**src/rtl/riscv_pipe_pkg.sv**
```systemverilog
// Shared pipeline constants and types for the fetch stage.
package riscv_pipe_pkg;

  localparam logic [31:0] NOP_INSN_DEF = 32'h0000_0013;
  localparam logic [31:0] RESET_PC_DEF = 32'h0000_0000;
  localparam logic [31:0] PC_INC       = 32'd4;

  typedef enum logic [1:0] {
    REQ  = 2'd0,
    WAIT = 2'd1,
    HOLD = 2'd2
  } fetch_state_e;

endpackage

```
**src/rtl/fetch_skid_buf.sv**
```systemverilog
// Single-entry {insn, pc} holding buffer used when a response lands on a stalled slot.
module fetch_skid_buf (
  input  logic        clk,
  input  logic        rst,
  input  logic        load,
  input  logic        clear,
  input  logic [31:0] insn_in,
  input  logic [31:0] pc_in,
  output logic        valid,
  output logic [31:0] insn,
  output logic [31:0] pc
);

  always_ff @(posedge clk) begin
    if (rst || clear) begin
      valid <= 1'b0;
    end else if (load) begin
      valid <= 1'b1;
    end
  end

  // NOTE: the payload is qualified by valid, so it needs no reset and stays a plain register.
  always_ff @(posedge clk) begin
    if (load) begin
      insn <= insn_in;
      pc   <= pc_in;
    end
  end

endmodule

```
**src/rtl/fetch_unit.sv**
```systemverilog
// Instruction fetch stage driving the IF/ID register; single outstanding imem request.
// Optional macro FETCH_PERF_CNT_EN adds stall_cycles and flush_count counters.
module fetch_unit
  import riscv_pipe_pkg::*;
#(
  parameter logic [31:0] RESET_PC = RESET_PC_DEF,
  parameter logic [31:0] NOP_INSN = NOP_INSN_DEF
) (
  input  logic        clk,
  input  logic        rst,
  input  logic        hazard_detection,
  input  logic        NextPCSrc,
  input  logic [31:0] branch_target,
  output logic        imem_req,
  output logic [31:0] imem_addr,
  input  logic        imem_ready,
  input  logic        imem_rvalid,
  input  logic [31:0] imem_rdata,
  output logic [31:0] instruction_out,
  output logic [31:0] pc_out,
  output logic [31:0] sum_out,
`ifdef FETCH_PERF_CNT_EN
  output logic [31:0] stall_cycles,
  output logic [31:0] flush_count,
`endif
  output logic        fetch_valid
);

  fetch_state_e state;
  logic [31:0]  pc;
  logic         kill;
  logic         slot_free;
  logic         skid_load;
  logic         skid_clear;
  logic         skid_valid;
  logic [31:0]  skid_insn;
  logic [31:0]  skid_pc;

  assign slot_free = !fetch_valid || !hazard_detection;
  assign imem_req  = (state == REQ) && !rst;
  assign imem_addr = pc;

  // Buffer fills only for a live response that cannot enter a stalled slot.
  assign skid_load  = !rst && !NextPCSrc && (state == WAIT) && imem_rvalid
                      && !kill && !slot_free;
  assign skid_clear = NextPCSrc || ((state == HOLD) && slot_free);

  fetch_skid_buf u_skid (
    .clk     (clk),
    .rst     (rst),
    .load    (skid_load),
    .clear   (skid_clear),
    .insn_in (imem_rdata),
    .pc_in   (pc),
    .valid   (skid_valid),
    .insn    (skid_insn),
    .pc      (skid_pc)
  );

  // NOTE: every state register uses non-blocking assignment so all updates see pre-edge values.
  always_ff @(posedge clk) begin
    if (rst) begin
      state           <= REQ;
      pc              <= RESET_PC;
      kill            <= 1'b0;
      instruction_out <= NOP_INSN;
      pc_out          <= '0;
      sum_out         <= '0;
      fetch_valid     <= 1'b0;
    end else if (NextPCSrc) begin
      pc              <= branch_target;
      fetch_valid     <= 1'b0;
      instruction_out <= NOP_INSN;
      case (state)
        REQ: begin
          if (imem_ready) begin
            kill  <= 1'b1;
            state <= WAIT;
          end
        end
        WAIT: begin
          if (imem_rvalid) begin
            kill  <= 1'b0;
            state <= REQ;
          end else begin
            kill  <= 1'b1;
          end
        end
        default: state <= REQ;
      endcase
    end else begin
      // Default: a free slot with nothing new drains to a bubble.
      if (slot_free) begin
        fetch_valid     <= 1'b0;
        instruction_out <= NOP_INSN;
      end
      case (state)
        REQ: begin
          if (imem_ready) state <= WAIT;
        end
        WAIT: begin
          if (imem_rvalid) begin
            if (kill) begin
              kill  <= 1'b0;
              state <= REQ;
            end else if (slot_free) begin
              instruction_out <= imem_rdata;
              pc_out          <= pc;
              sum_out         <= pc + PC_INC;
              fetch_valid     <= 1'b1;
              pc              <= pc + PC_INC;
              state           <= REQ;
            end else begin
              pc    <= pc + PC_INC;
              state <= HOLD;
            end
          end
        end
        HOLD: begin
          if (slot_free && skid_valid) begin
            instruction_out <= skid_insn;
            pc_out          <= skid_pc;
            sum_out         <= skid_pc + PC_INC;
            fetch_valid     <= 1'b1;
            state           <= REQ;
          end else if (slot_free) begin
            state <= REQ;
          end
        end
        default: state <= REQ;
      endcase
    end
  end

`ifdef FETCH_PERF_CNT_EN
  always_ff @(posedge clk) begin
    if (rst) begin
      stall_cycles <= '0;
      flush_count  <= '0;
    end else begin
      if (fetch_valid && hazard_detection) stall_cycles <= stall_cycles + 32'd1;
      if (NextPCSrc) flush_count <= flush_count + 32'd1;
    end
  end
`endif

endmodule

```
**config.mk**
```make
export PLATFORM = sky130hd
export DESIGN_NAME = fetch_unit
export DESIGN_NICKNAME = d
export VERILOG_FILES = /design/src/rtl/riscv_pipe_pkg.sv /design/src/rtl/fetch_skid_buf.sv /design/src/rtl/fetch_unit.sv
export SDC_FILE = /design/constraint.sdc
export NUM_CORES = 1
export LEC_CHECK = 0
export BUFFER_PORTS_ARGS = -buffer_cell sky130_fd_sc_hd__buf_2
export CAP_MARGIN = 20
export CORE_UTILIZATION = 52
export CTS_BUF_LIST = sky130_fd_sc_hd__clkbuf_4 sky130_fd_sc_hd__clkbuf_8
export DETAILED_ROUTE_END_ITERATION = 6
export PLACE_DENSITY = 0.85
export SLEW_MARGIN = 0
export SYNTH_ARGS = -nofsm -noshare
export SYNTH_HDL_FRONTEND = slang
export SYNTH_SLANG_ARGS = --single-unit
```
**constraint.sdc**
```tcl
create_clock -name clk -period 4.4 [get_ports clk]
set_clock_uncertainty 0.15 [all_clocks]
set_input_delay 0.22 -clock clk [delete_from_list [all_inputs] [get_ports clk]]
set_output_delay 0.22 -clock clk [all_outputs]
set_load 0.01 [all_outputs]
```
==> reports/results.ini <==
[global_route]
grt_use_total_pct = 28.9
grt_max_degree = 90
grt_pass1_wl_mm = 45.1
grt_overflow = 0
grt_pass1_vias = 8764
grtUsageMet1_pct = 37.3
grt-busiest-layer = met2
antenna_found_initial = 2
use_met3_pct = 7.05
use_met2_pct = 45.6

[setup_path]
worstPathArrival_ns = 3.72
crit_chain = inv_1, ha_1, nand3b_1, a2111oi_4, buf_4, o211ai_1, a21oi_1
slowest_delay_ns = 0.75
crit_family = compound AO/OA/AOI/OAI gates
critical_path_required_ns = 4.65
crit_type = reg2reg
path_max_fanout = 89
cp.buffers_inverters = 2
slowest_stage = buf_4
cp-start-kind = flop
cp-end-kind = flop

[pwr]
peakVddDrop_mv = 0.210
power_frac_seq_pct = 56.0
p_clk_share_pct = 32.4
switching_share_pct = 26.8
p_int_mw = 2.57
power.leakage_nw = 4.24
p_switching_uw = 940
power_frac_comb_pct = 11.7
p_per_area_mw_per_mm2 = 295

[logic_synthesis]
yosysMostFrequentCell = dfxtp_1
synth-seq-cells = 195
synth_cells = 1054
ys.flop_type = dfxtp_1
synth-async-reset-ratio_pct = 0
syn_area_per_cell_um2 = 9.34
ys_warn_count = 0
synthDominantAreaCellType = dfxtp_1
synth_area_leaders = dfxtp_1 27%, edfxtp_1 20%, a22oi_1 4.3%
synth_fp_nets = 1129
yosysSeqAreaShare_pct = 46.1
synth_top_area_share_pct = 26.6
synth_commonest_cells = 131 x dfxtp_1, 81 x clkbuf_1, 80 x nor2_1, 70 x nand2_1, 68 x nor3_1
syn_area_mm2 = 0.00985
synth_edf_count = 64
yosysUniqueCellTypes = 63

[clock_tree]
ctsResizeCount = 0
cts_tree = built
cts_buffer_depth = 2
cts.sinks = 195
htreeDepth = 4
cts_root_buf = clkbuf_8
clock_latency_ns = 0.48
cts.clk_slew.worst_paths_ns = 0.10
cts-buffers-inserted = 17

[layout]
stdcell_count = 1492
register_area_mm2 = 0.00454
nets = 1324
syn2layout_area_growth_pct = 20.7
drive_above_1_share_pct = 22.0
postLayoutCoreUtil_pct = 65.1
fillCellCount = 1448
final_area_mm2 = 0.0119
multi_input_area_mm2 = 0.00483

[detailed_routing]
drt_iter0_drc = 802
num_vias = 9425
drt_pass1_iterations = 6
drcViolationCount = 0
wirelength_mm = 28.4
antenna_left = 0
post_drt_wl_per_cell_um = 19.0
vias_per_cell = 6.32

[timing]
period_needed_ns = 3.47
rsz0062_at_grt = false
max_freq_ghz = 0.288
hold_viol = 0
setup_tns_ns = 0
tightest_slew_ns = 0.988
post-route-period-util_pct = 78.9
setup_viol = 0
slew_headroom_pct = 33.9
finalMaxSlewViolations = 0
fin_ws_ns = 0.926

[floorplanning]
coreArea_mm2 = 0.0183
rows = 49
die_w_um = 140
die-area_mm2 = 0.0195
die_h_um = 140
start_util_pct = 53.9
ioPinCount = 200

[placed_design]
pre_cts_ws_ns = 1.01
dp.cells = 1390
placed_cell_area_mm2 = 0.0108
post-dp-hpwl_mm = 17.5
place_congestion = 0.926
io_buffer_count = 199

[job]
drv_cap = 0

[outcome]
status = complete, no violations

[worst_hold_path]
hold_path.class = in2reg

[registers in the layout, summed over array words and instances, names as in the netlist]
name / cells
imem_addr: 32
instruction_out: 32
pc_out: 32
u_skid.insn: 32
u_skid.pc: 32
sum_out: 30
state: 2
fetch_valid: 1
kill: 1
u_skid.valid: 1
[stage by stage]
step	hold slack [ns]	power [mW]
6_report	0.00951	3.51
5_1_grt	0.0339	3.62
4_1_cts	0.000805	3.51
3_5_place_dp	0.262	2.36
3_3_place_gp	0.262	2.35
2_1_floorplan	0.169	2.22
[cell families after synthesis]
family,count (synthesis),synth area share [%]
AOI/OAI and AO/OA,291,21.4
xor gates and xnor gates,45,4.00
adders and majority gates,5,0.635
buffers and inverters,121,5.09
DFF,195,46.1
muxes,41,4.18
and+or+nand+nor,356,18.5
[repair_timing]
item	CTS	global route
hold endpoints to repair	69	0
buffers inserted	0	0
hold buffers	69	0
[final timing paths]
kind	startpoint	end	slack, ns	cells after the start
worst max-delay path	state[1]	sum_out[4]	0.93	7
worst min-delay path	hazard_detection	fetch_valid	0.01	5
worst max register to register	state[1]	sum_out[4]	0.93	7
worst min register to register	sum_out[7]	sum_out[7]	0.31	2
[per-layer routing]
layer  part of all wire, %  vias to the layer above
li1                      -                     4379
met1                    41                     4406
met2                    46                      542
met3                   9.2                       96
met4                   3.7                        2
met5                 0.046                        -
[worst reg2reg max path, stage by stage, from the launching register on]
cell and delay (ns):
dfxtp_1 0.37, inv_1 0.09, ha_1 0.41, nand3b_1 0.63, a2111oi_4 0.52, buf_4 0.75
o211ai_1 0.28, a21oi_1 0.20
[cells in the final DEF (no fill, tap or decap), drive strengths merged, types with 7 or more instances in the layout]
cell type and count:
o22a 31, o21ai 18, o211ai 12, or3 8, dfxtp 131, nor3 70, nand2 70, a31o 8
a211oi 52, buf 213, nor4 26, edfxtp 64, xor2 17, inv 17, mux2i 40, nor2 80
clkbuf 20, and3 8, xnor2 28, o31a 8, a31oi 8, nand4 32, clkinv 8, o32ai 10
and4 7, a22oi 57, dlygate4sd3 69, o31ai 7, nand3 30, a21oi 61
[area by class of cell]
type                            count  share of cell area, %
Multi-Input combinational cell    738                   40.7
Sequential cell                   195                   38.2
Timing Repair Buffer              282                   15.1
Tap cell                          229                   2.41
Clock buffer                       20                   2.26
Clock inverter                     12                  0.884
Inverter                           15                  0.474
Antenna cell                        1                 0.0210
[power by group through the flow]
| stage | logic (mW) | clock network (mW) | registers (mW) |
|---|---|---|---|
| floorplan | 0.227 | 0 | 1.99 |
| detailed placement | 0.352 | 0 | 2.00 |
| global route | 0.445 | 1.21 | 1.97 |
| global placement | 0.343 | 0 | 2.00 |
| finish | 0.410 | 1.14 | 1.96 |
| CTS | 0.401 | 1.15 | 1.96 |
Note: power is estimated with default switching activity, not from simulation.
